==> src/rtl/calc_exec_ctrl.sv <==
// Keypad calculator execution sequencer: BCD load, add/sub/mul/div on one
// shared datapath, then double-dabble back to 4 BCD digits for the display.
module calc_exec_ctrl (
    input  logic       clk,
    input  logic       rst_n,
    input  logic       start,
    input  logic [3:0] a_tens,
    input  logic [3:0] a_ones,
    input  logic [3:0] b_tens,
    input  logic [3:0] b_ones,
    input  logic [3:0] op,
    output logic       busy,
    output logic       done,
    output logic       err,
    output logic       neg,
    output logic [3:0] res_d3,
    output logic [3:0] res_d2,
    output logic [3:0] res_d1,
    output logic [3:0] res_d0
);

    typedef enum logic [2:0] {IDLE, LOAD, EXEC, CONV, DONE} state_t;

    typedef struct packed {
        logic [3:0] op;
        logic [3:0] at;
        logic [3:0] ao;
        logic [3:0] bt;
        logic [3:0] bo;
    } req_t;

    localparam logic [3:0] OP_ADD = 4'ha;
    localparam logic [3:0] OP_SUB = 4'hb;
    localparam logic [3:0] OP_MUL = 4'hc;
    localparam logic [3:0] OP_DIV = 4'hd;

    state_t      state, state_nxt;
    req_t        req;
    logic [6:0]  a_bin, b_bin;
    logic [6:0]  a_load, b_load;
    logic        load_err;
    logic [13:0] acc, acc_nxt;
    logic [6:0]  rem, rem_nxt;
    logic [6:0]  dq, dq_nxt;
    logic [7:0]  trial;
    logic        neg_r, neg_nxt;
    logic [3:0]  cnt;
    logic        exec_last, conv_last;
    logic [29:0] dd, dd_nxt;

    function automatic logic [15:0] dd_adj(input logic [15:0] b);
        logic [15:0] r;
        for (int i = 0; i < 4; i++)
            r[4*i +: 4] = (b[4*i +: 4] >= 4'd5) ? b[4*i +: 4] + 4'd3 : b[4*i +: 4];
        return r;
    endfunction

    assign busy = (state != IDLE);
    assign done = (state == DONE);

    // x10 as x8 + x2; overflow on bad digits is harmless, the error path discards it
    always_comb begin
        a_load   = {req.at, 3'b000} + {2'b00, req.at, 1'b0} + {3'b000, req.ao};
        b_load   = {req.bt, 3'b000} + {2'b00, req.bt, 1'b0} + {3'b000, req.bo};
        load_err = (req.at > 4'd9) || (req.ao > 4'd9) || (req.bt > 4'd9) || (req.bo > 4'd9)
                || (req.op < OP_ADD) || (req.op > OP_DIV)
                || ((req.op == OP_DIV) && (b_load == 7'd0));
    end

    always_comb begin
        acc_nxt = acc;
        rem_nxt = rem;
        dq_nxt  = dq;
        neg_nxt = neg_r;
        trial   = 8'd0;
        case (req.op)
            OP_ADD: acc_nxt = {7'd0, a_bin} + {7'd0, b_bin};
            OP_SUB: begin
                if (a_bin >= b_bin) begin
                    acc_nxt = {7'd0, a_bin - b_bin};
                    neg_nxt = 1'b0;
                end else begin
                    acc_nxt = {7'd0, b_bin - a_bin};
                    neg_nxt = 1'b1;
                end
            end
            OP_MUL: begin
                if (b_bin[cnt[2:0]])
                    acc_nxt = acc + ({7'd0, a_bin} << cnt[2:0]);
            end
            default: begin
                // restoring division, dividend bits shift out of dq MSB-first
                trial = {rem, dq[6]};
                if (trial >= {1'b0, b_bin}) begin
                    rem_nxt = trial[6:0] - b_bin;
                    dq_nxt  = {dq[5:0], 1'b1};
                end else begin
                    rem_nxt = trial[6:0];
                    dq_nxt  = {dq[5:0], 1'b0};
                end
                acc_nxt = {7'd0, dq_nxt};
            end
        endcase
        exec_last = (req.op == OP_ADD) || (req.op == OP_SUB) || (cnt == 4'd6);
        conv_last = (cnt == 4'd13);
        dd_nxt    = {dd_adj(dd[29:14]), dd[13:0]} << 1;
    end

    always_comb begin
        state_nxt = state;
        case (state)
            IDLE:    if (start) state_nxt = LOAD;
            LOAD:    state_nxt = load_err ? DONE : EXEC;
            EXEC:    if (exec_last) state_nxt = CONV;
            CONV:    if (conv_last) state_nxt = DONE;
            default: state_nxt = IDLE;
        endcase
    end

    always_ff @(posedge clk or negedge rst_n) begin
        if (!rst_n) state <= IDLE;
        else        state <= state_nxt;
    end

    always_ff @(posedge clk or negedge rst_n) begin
        if (!rst_n) begin
            req    <= '0;
            a_bin  <= '0;
            b_bin  <= '0;
            acc    <= '0;
            rem    <= '0;
            dq     <= '0;
            neg_r  <= 1'b0;
            cnt    <= '0;
            dd     <= '0;
            err    <= 1'b0;
            neg    <= 1'b0;
            res_d3 <= '0;
            res_d2 <= '0;
            res_d1 <= '0;
            res_d0 <= '0;
        end else begin
            case (state)
                IDLE: if (start) req <= '{op: op, at: a_tens, ao: a_ones, bt: b_tens, bo: b_ones};
                LOAD: begin
                    a_bin <= a_load;
                    b_bin <= b_load;
                    acc   <= '0;
                    rem   <= '0;
                    dq    <= a_load;
                    neg_r <= 1'b0;
                    cnt   <= '0;
                    if (load_err) begin
                        err    <= 1'b1;
                        neg    <= 1'b0;
                        res_d3 <= '0;
                        res_d2 <= '0;
                        res_d1 <= '0;
                        res_d0 <= '0;
                    end
                end
                EXEC: begin
                    acc   <= acc_nxt;
                    rem   <= rem_nxt;
                    dq    <= dq_nxt;
                    neg_r <= neg_nxt;
                    if (exec_last) begin
                        cnt <= '0;
                        dd  <= {16'd0, acc_nxt};
                    end else begin
                        cnt <= cnt + 4'd1;
                    end
                end
                CONV: begin
                    dd <= dd_nxt;
                    if (conv_last) begin
                        cnt    <= '0;
                        err    <= 1'b0;
                        neg    <= neg_r;
                        res_d3 <= dd_nxt[29:26];
                        res_d2 <= dd_nxt[25:22];
                        res_d1 <= dd_nxt[21:18];
                        res_d0 <= dd_nxt[17:14];
                    end else begin
                        cnt <= cnt + 4'd1;
                    end
                end
                default: ;
            endcase
        end
    end

endmodule

==> config.mk <==
export PLATFORM = sky130hd
export DESIGN_NAME = calc_exec_ctrl
export DESIGN_NICKNAME = d
export VERILOG_FILES = /design/src/rtl/calc_exec_ctrl.sv
export SDC_FILE = /design/constraint.sdc
export NUM_CORES = 1
export LEC_CHECK = 0
export BUFFER_PORTS_ARGS = -buffer_cell sky130_fd_sc_hd__buf_4
export CAP_MARGIN = 30
export CORE_ASPECT_RATIO = 1.2
export CORE_UTILIZATION = 30
export DETAILED_ROUTE_END_ITERATION = 12
export GPL_TIMING_DRIVEN = 0
export PLACE_DENSITY_LB_ADDON = 0.15
export RECOVER_POWER = 100
export SYNTH_ARGS = -nofsm -noshare
export SYNTH_HDL_FRONTEND = slang
export SYNTH_SLANG_ARGS = --single-unit
==> constraint.sdc <==
create_clock -name clk -period 3 [get_ports clk]
set_input_delay 0.6 -clock clk [delete_from_list [all_inputs] [get_ports clk]]
set_output_delay 0.6 -clock clk [all_outputs]
set_load 0.02 [all_outputs]
==> reports/qor.txt <==
status: finished with violations
failing checks: setup timing
Final Core Density: 37.88%
final setup fails: 3
clk_skew: 10.56 ps
CP peak stage delay: 540 ps
Via Count: 7,069
Cell Area, Placed: 0.008922 sq mm
register area share after synthesis: 36.24%
worst path buffer plus inverter count: 1
Initial DRT Pass Iterations: 5
FFs w/ async S/R, synth: 100.0%
fmax: 328.5 MHz
Hold Slack: 404.4 ps
Root Driver: clkbuf_16
highest-delay cell along the critical path: fa_1
most common cell in the netlist: dfrtp_1
routed len/inst: 19.45 um
NetSw: 5.625 mW
Worst-path clk slew: 60 ps
final slew viol count: 0
Switching Share: 46.31%
Pleak: 4.355 nW
largest net degree at the start of global routing: 65
I/O pin count: 43
Mapped Nets: 984
prevailing post-synth register cell: dfrtp_1
Via density: 5.307
total core area: 0.02651 sq mm
die width: 152.5 um
Reg2Reg Capture Point: res_d2[1]
number of global-route vias before repair: 7,198
crit start category: flop
Crit Path Category: flop to flop
Port Buffer Count: 42
R2R cell count: 10
final net count: 1,081
antenna-violating nets left: 0
count of flip-flops with a built-in enable after synthesis: 0
drt drc: 0
Syn-to-layout area delta: 23.23%
dpl cells: 1,266
Worst Tran Pin Value: 1453 ps
leading area contributor after synthesis: dfrtp_1
R2R Setup Slk: -40 ps
Max-slew headroom: 3.128%
die height: 182.5 um
Layout fillers: 2,719
Overflow after GRT: 0
TritonCTS clock tree: built
die footprint: 0.02783 sq mm
hold path cells: 3
Synth Instances: 887
Initial Utilization: 30.74%
Worst Hold End: req[16]
post-route clock period utilization: 101.5%
Cell variety after synth: 68
layout cells sized above 1: 19.76%
Final Total Pwr: 12.14 mW
Worst Setup End Kind: flop
Total GRT Usage: 19.40%
Max Buffers Root-to-Sink: 2
Synth Area per Inst: 9.187 sq um
post-route setup slack: -43.99 ps
antenna cell count: 0
max-cap violations: 0
yosys warns: 0
FF-to-FF Start: req[3]
Synth top area share: 36.24%
RSZ-0062 raised after global routing: true
antenna violations before repair: 0
pre-CTS setup slack: -1100 ps
Num CTS Buffers: 17
clk sink count: 118
# hold bufs at CTS: 0
Crit path depth: 10
Hold Crit Class: input pin to flop
internal power: 6.520 mW
drt first-iter violations: 342
Worst path top cell family by delay: adder cells
Setup TNS: -73.24 ps
worst vdd ir: 0.7202 mV
Comb power frac: 62.1%
Detail Placement HPWL: 19,660 um
Worst EP required: 3310 ps
maximum fanout along the worst path: 6
minimum clock period: 3044 ps
Layout Cells excl Fill: 1,332
Critical Path, Cell by Cell: fa_1 > fa_2 > a21o_1 > a21oi_2 > xor2_2 > nand4_1 > o21ai_4 > nand2_4 > clkbuf_16 > a22o_1
Clk pwr share: 16.5%
final hold vios: 0
gpl congestion: 0.8678
sequential power share: 21.4%
Arrival @ worst endpoint: 3350 ps
most instantiated cells after synthesis: 118 x dfrtp_1, 88 x o21ai_0, 86 x nand2_1
largest cells by area after synthesis: dfrtp_1 36%, ha_1 10%, o21ai_0 5.4%, mux2_2 4.0%, nand2_1 4.0%
synthesized area: 0.008149 sq mm
drt total wl: 25,910 um
CTS H-tree depth: 4
design area: 0.01004 sq mm
pwr dens: 1209 mW/mm^2
Yosys reg bits: 118
first-pass GRT wire length: 41,130 um
later-pin clock latency in the skew report: 420 ps
Hold Startpoint: op[0]
standard-cell rows: 65
## kinds of logic after synthesis
group           share of synthesized area [%]
buf+inv                                 4.130
compound gates                          22.28
flops                                   36.24
mux                                     7.155
xor+xnor                                3.547
fa+ha+maj                               12.19
simple gates                            14.46
## power by group through the flow
stage / combinational (mW) / clock [mW] / sequential [mW]
finish: 7.54 / 2.01 / 2.60
global route: 8.29 / 2.11 / 2.67
CTS: 7.25 / 2.05 / 2.59
detailed placement: 6.32 / 0 / 2.64
global placement: 6.30 / 0 / 2.63
floorplan: 4.59 / 0 / 2.39
## how the worst max path moves through the flow
stage | from | end | slack [ps]
2_1_floorplan | req[3] | res_d2[1] | 10
3_3_place_gp | req[3] | res_d2[1] | -1060
3_5_place_dp | req[3] | res_d2[1] | -1100
4_1_cts | req[4] | res_d2[1] | -40
5_1_grt | req[3] | res_d2[1] | -90
6_report | req[3] | res_d2[1] | -40
## area by class of cell
class                           count  area, sq um  share of cell area [%]
Clock inverter                     15        157.7                   1.570
Clock buffer                       17        425.4                   4.236
Inverter                           46        180.2                   1.794
Tap cell                          335        419.2                   4.174
Multi-Input combinational cell    685         5117                   50.96
Sequential cell                   118         2964                   29.52
Buffer                             36        200.2                   1.994
Timing Repair Buffer               80        578.1                   5.756
## per-layer routing
layer / up-vias / track usage, % / wire length (um)
met2: 116 / 34.43 / 13190
met4: 0 / 8.970 / 926
met3: 44 / 2.280 / 587
li1: 3431 / - / -
met1: 3478 / 23.48 / 11210
met5: - / 0 / 0
## layout by cell type (no fill, tap or decap), types with 10 or more instances in the layout
cell / count
mux2_2: 29
o21ai_1: 10
dfrtp_1: 109
nand2_1: 84
a22o_1: 17
nand3_1: 27
mux2i_1: 16
buf_4: 53
ha_1: 60
nor2_1: 52
inv_1: 43
clkbuf_16: 18
nor3_1: 11
clkbuf_1: 40
xnor2_1: 21
a21o_1: 17
a21oi_1: 50
o31ai_1: 11
xor2_1: 10
nand2b_1: 11
o21ai_0: 79
## flip-flops by register name, summed over array words and instances (netlist names)
register,flops
dq,7
b_bin,7
neg,1
res_d3,4
state,3
acc,14
cnt,4
res_d2,4
err,1
rem,7
res_d1,4
req,20
neg_r,1
res_d0,4
dd,30
a_bin,7
## repair_timing
| item | CTS | global route |
|---|---|---|
| setup buffers | 30 | 5 |
| cloned | 1 | 0 |
| pin swaps | 22 | 11 |
| gates resized for setup | 58 | 37 |
| setup endpoints to repair | 50 | 33 |
## tightest hold or removal path: stages
cell and delay, ps:
buf_4 90, nand2_1 40, o21ai_0 60
Power figures use the tool's default switching activity.
